### src/rtl/imem_fetch_arbiter.sv
// rtl/imem_fetch_arbiter.sv - round-robin arbiter sharing a combinational imem between CPU fetch and debug reads
module imem_fetch_arbiter #(
    parameter int          AW        = 32,
    parameter int          MEM_BYTES = 64,
    parameter logic [31:0] ERR_WORD  = 32'hE1A0_0000,
    parameter bit          CPU_FIRST = 1'b1
) (
    input  logic          clk,
    input  logic          reset,
    input  logic          cpu_req_valid,
    input  logic [AW-1:0] cpu_req_addr,
    output logic          cpu_req_ready,
    output logic          cpu_resp_valid,
    output logic [31:0]   cpu_resp_data,
    output logic          cpu_resp_err,
    input  logic          cpu_resp_ready,
    input  logic          dbg_req_valid,
    input  logic [AW-1:0] dbg_req_addr,
    output logic          dbg_req_ready,
    output logic          dbg_resp_valid,
    output logic [31:0]   dbg_resp_data,
    output logic          dbg_resp_err,
    input  logic          dbg_resp_ready,
    input  logic          dbg_halt,
    output logic [AW-1:0] mem_a,
    input  logic [31:0]   mem_rd
);

    typedef enum logic {
        GNT_CPU = 1'b0,
        GNT_DBG = 1'b1
    } grant_e;

    localparam logic [AW-1:0] MEM_LIMIT  = AW'(MEM_BYTES);
    localparam grant_e        LAST_RESET = CPU_FIRST ? GNT_DBG : GNT_CPU;

    grant_e      last_grant_q, last_grant_d;
    logic        cpu_valid_q, cpu_valid_d;
    logic [31:0] cpu_data_q, cpu_data_d;
    logic        cpu_err_q, cpu_err_d;
    logic        dbg_valid_q, dbg_valid_d;
    logic [31:0] dbg_data_q, dbg_data_d;
    logic        dbg_err_q, dbg_err_d;

    logic        cpu_elig, dbg_elig;
    logic        grant_cpu, grant_dbg;
    logic        req_err;
    logic [31:0] req_word;

    always_ff @(posedge clk or negedge reset) begin
        if (!reset) begin
            last_grant_q <= LAST_RESET;
            cpu_valid_q  <= 1'b0;
            cpu_data_q   <= '0;
            cpu_err_q    <= 1'b0;
            dbg_valid_q  <= 1'b0;
            dbg_data_q   <= '0;
            dbg_err_q    <= 1'b0;
        end else begin
            last_grant_q <= last_grant_d;
            cpu_valid_q  <= cpu_valid_d;
            cpu_data_q   <= cpu_data_d;
            cpu_err_q    <= cpu_err_d;
            dbg_valid_q  <= dbg_valid_d;
            dbg_data_q   <= dbg_data_d;
            dbg_err_q    <= dbg_err_d;
        end
    end

    always_comb begin
        cpu_elig     = cpu_req_valid && !dbg_halt && (!cpu_valid_q || cpu_resp_ready);
        dbg_elig     = dbg_req_valid && (!dbg_valid_q || dbg_resp_ready);
        // On a tie the port that did not win last time takes this cycle.
        grant_cpu    = cpu_elig && (!dbg_elig || last_grant_q == GNT_DBG);
        grant_dbg    = dbg_elig && !grant_cpu;

        mem_a        = grant_dbg ? dbg_req_addr : cpu_req_addr;
        req_err      = (mem_a[1:0] != 2'b00) || (mem_a >= MEM_LIMIT);
        req_word     = req_err ? ERR_WORD : mem_rd;

        last_grant_d = last_grant_q;
        if (grant_cpu) begin
            last_grant_d = GNT_CPU;
        end else if (grant_dbg) begin
            last_grant_d = GNT_DBG;
        end

        cpu_valid_d = cpu_valid_q;
        cpu_data_d  = cpu_data_q;
        cpu_err_d   = cpu_err_q;
        if (grant_cpu) begin
            cpu_valid_d = 1'b1;
            cpu_data_d  = req_word;
            cpu_err_d   = req_err;
        end else if (cpu_resp_ready) begin
            cpu_valid_d = 1'b0;
        end

        dbg_valid_d = dbg_valid_q;
        dbg_data_d  = dbg_data_q;
        dbg_err_d   = dbg_err_q;
        if (grant_dbg) begin
            dbg_valid_d = 1'b1;
            dbg_data_d  = req_word;
            dbg_err_d   = req_err;
        end else if (dbg_resp_ready) begin
            dbg_valid_d = 1'b0;
        end
    end

    // Held reset masks the handshake so nothing looks accepted while state is cleared.
    assign cpu_req_ready  = grant_cpu && reset;
    assign dbg_req_ready  = grant_dbg && reset;
    assign cpu_resp_valid = cpu_valid_q;
    assign cpu_resp_data  = cpu_data_q;
    assign cpu_resp_err   = cpu_err_q;
    assign dbg_resp_valid = dbg_valid_q;
    assign dbg_resp_data  = dbg_data_q;
    assign dbg_resp_err   = dbg_err_q;

endmodule

### config.mk
export PLATFORM = sky130hd
export DESIGN_NAME = imem_fetch_arbiter
export DESIGN_NICKNAME = d
export VERILOG_FILES = /design/src/rtl/imem_fetch_arbiter.sv
export SDC_FILE = /design/constraint.sdc
export NUM_CORES = 1
export LEC_CHECK = 0
export BUFFER_PORTS_ARGS = -buffer_cell sky130_fd_sc_hd__buf_2
export CAP_MARGIN = 20
export CORE_ASPECT_RATIO = 0.5
export CORE_MARGIN = 4
export CORE_UTILIZATION = 39
export CTS_CLUSTER_DIAMETER = 80
export DETAILED_ROUTE_END_ITERATION = 12
export GPL_TIMING_DRIVEN = 0
export PLACE_DENSITY = 0.81
export SLEW_MARGIN = 20
export SYNTH_ARGS = -nofsm -noshare
export SYNTH_HDL_FRONTEND = slang
export SYNTH_SLANG_ARGS = --single-unit
### constraint.sdc
create_clock -name clk -period 1.8 [get_ports clk]
set_clock_uncertainty 0.1 [all_clocks]
set_input_delay 0.36 -clock clk [delete_from_list [all_inputs] [get_ports clk]]
set_output_delay 0.36 -clock clk [all_outputs]
set_load 0.1 [all_outputs]
==> results_dict.tcl <==
set metrics [dict create \
    grt_max_degree 52 \
    cts-root-buf "clkbuf_16" \
    outcome "finished, violations left" \
    min_path_type "primary input to async pin" \
    worstPathArrival_ps 2050 \
    synthTopCellsByArea "dfrtp_1 (50%), nand2_1 (22%), o21ai_1 (5.6%), o31a_1 (3.1%), nand2b_1 (2.8%)" \
    period_needed_ps 2509 \
    rr_startpoint "last_grant_q" \
    chipHeight_um 73.75 \
    grt_pass1_vias 4043 \
    synth_edf_count 0 \
    vias_per_cell 5.772 \
    vias 4491 \
    routabilityCongestion 0.8051 \
    crit_type "flip-flop to output port" \
    rsz0062_at_grt "yes" \
    violations "hold timing, setup timing" \
    syn_avg_cell_area_um2 8.265 \
    cts.clk_slew.worst_paths_ps 60 \
    power.leakage_uw 0.003288 \
    tritoncts "yes" \
    netlist_instances 408 \
    dp_cells 725 \
    io_buffers 204 \
    drc 0 \
    postCtsHoldBufs 1 \
    ys_top_cells_by_count "nand2_1 (202), dfrtp_1 (68), o21ai_1 (38)" \
    required_ps 1340 \
    setup_viol 79 \
    rows 23 \
    ys.flop_type "dfrtp_1" \
    initial_core_util_pct 41.11 \
    synth_most_common_cell "nand2_1" \
    cts_sinks 69 \
    yosysUniqueCellTypes 25 \
    gr-total-overflow 0 \
    synth_top_area_share_pct 50.46 \
    dr.first_iter.drc_count 342 \
    dieArea_mm2 0.01029 \
    io_pins 205 \
    core-area_mm2 0.008202 \
    syn-cell-area_mm2 0.003372 \
    drv_cap 0 \
    r2r_end "cpu_resp_err" \
    grt_antenna_before_repair 0 \
    crit_fanout 8 \
    worst_setup_path_end_kind "output port" \
    finalWirelength_um 18130 \
    fillCellCount 353 \
    nets 765 \
    die_x_um 139.5 \
    slew_headroom_pct 42.91 \
    synth_nets 511 \
    timing.final.ws_setup_ps -709.1 \
    fin_hold_ws_ps -93.67 \
    clk_latency_ps 320 \
    ff2ff_setup_slack_ps -340 \
    drive_gt1_share_pct 58.26 \
    hold_violations 48 \
    wl_per_cell_um 23.31 \
    ys_ff_latch 69 \
    clock_path_buffers 2 \
    seq_area_frac_synth_pct 51.24 \
    final.setup.tns_ps -29330 \
    stdcell_count 778 \
    p_total_uw 5715 \
    yosysTopAreaCell "dfrtp_1" \
    yosysWarnings 0 \
    htree_levels 3 \
    ant_nets 0 \
    hpwl_um 9233 \
    drtPass1Iterations 5 \
    numCtsBuffers 9 \
    synthArstFlopShare_pct 100.0 \
    reg2reg_depth 7 \
    grt_pass1_wl_um 20980 \
    n_antenna_cell 0 \
    grtUsageTotal_pct 25.85 \
    powerDensity_mw_per_mm2 818.7 \
    setup.worst_path.start_class "flip-flop" \
    area_delta_synth_final_pct 107.0 \
    fmax_ghz 0.3985 \
    tightestPinTransition_ps 853.5 \
    drv_slew 0 \
    vdd_drop_max_mv 0.4237 \
    fin_crit_sh_pct 139.4 \
]
[through the flow]
| step | hold WS (ps) | util, % | area (um2) | worst slack [ps] |
|---|---|---|---|---|
| floorplan | -35.59 | - | 4118 | -428.9 |
| global placement | 358.7 | 64.36 | 5279 | -955.7 |
| detailed placement | 166.5 | 64.73 | 5309 | -833.2 |
| CTS | -82.65 | 78.00 | 6397 | -642.0 |
| global route | -72.52 | 85.11 | 6980 | -752.1 |
| finish | -93.67 | 85.11 | 6980 | -709.1 |
[cell families after synthesis]
logic type	share of synthesized area [%]
flops	51.24
mux	0.6679
buf+inv	4.749
simple gates	29.68
compound gates	13.66
[area by class of cell]
cell class / instances / area, um2 / share of cell area, %
Multi-Input combinational cell: 312 / 2519 / 36.08
Timing Repair Buffer: 243 / 2029 / 29.07
Sequential cell: 69 / 1735 / 24.86
Clock buffer: 14 / 274.0 / 3.925
Buffer: 25 / 267.8 / 3.836
Tap cell: 112 / 140.1 / 2.008
Inverter: 2 / 10.01 / 0.1434
Clock inverter: 1 / 5.005 / 0.07170
[worst max-delay path, cell delays in order, from the launching register on]
cell and delay, ps:
dfstp_2 580, inv_4 50, o311ai_4 320, buf_6 240, clkbuf_16 200, nand2_4 70, nand2_8 60, buf_12 170
[layer usage]
layer / vias up / wire (um) / global-route usage [%]
met2: 361 / 9102 / 48.77
met5: - / 0 / 0
met4: 0 / 954 / 9.870
met3: 98 / 1545 / 5.332
met1: 2176 / 6531 / 29.45
li1: 1856 / - / -
[report_power, final]
| part | leakage, uW | switching [uW] | internal [uW] |
|---|---|---|---|
| Combinational | 0.00227 | 1540 | 933 |
| Sequential | 0.000882 | 14.8 | 1570 |
| Clock | 0.000139 | 619 | 1040 |
| Total | 0.00329 | 2180 | 3540 |
[worst max path at each step]
stage / slack, ps / from / end / cells past startpoint
2_1_floorplan: -430 / cpu_resp_valid / cpu_req_ready / 4
3_3_place_gp: -960 / reset / dbg_req_ready / 3
3_5_place_dp: -830 / dbg_halt / mem_a[22] / 8
4_1_cts: -640 / cpu_resp_valid / mem_a[19] / 7
5_1_grt: -750 / last_grant_q / mem_a[1] / 7
6_report: -710 / last_grant_q / mem_a[13] / 7
[state kept, by name (all words and copies together) (netlist names)]
signal,cells
last_grant_q,1
cpu_resp_err,1
dbg_resp_data,32
cpu_resp_valid,1
dbg_resp_err,1
cpu_resp_data,32
dbg_resp_valid,1
[layout by cell type (no fill, tap or decap), types with 2 or more instances in the layout]
cell       instances
a311oi_4           2
and2_4             2
and4_1             2
buf_12            39
buf_2            173
buf_4             23
buf_6             10
buf_8              7
clkbuf_1           6
clkbuf_16         16
clkbuf_8           5
dfrtp_1           66
dfrtp_4            2
mux2_2             2
nand2_1          114
nand2_2           16
nand2_4           30
nand2_8           42
nand2b_1          13
nand4_1            2
nor2b_4            2
nor4_1            12
nor4_2             2
o21ai_0            4
o21ai_1           42
o21ai_2            6
o311ai_4           2
o31a_1            12
[repair_timing]
action | in CTS | in global routing
pin swaps | 9 | 12
gates resized for setup | 169 | 88
endpoints found under the hold margin | 20 | 48
setup endpoints to repair | 86 | 71
buffers inserted | 20 | 10
cloned | 1 | 7
(Power assumes the default switching activity.)
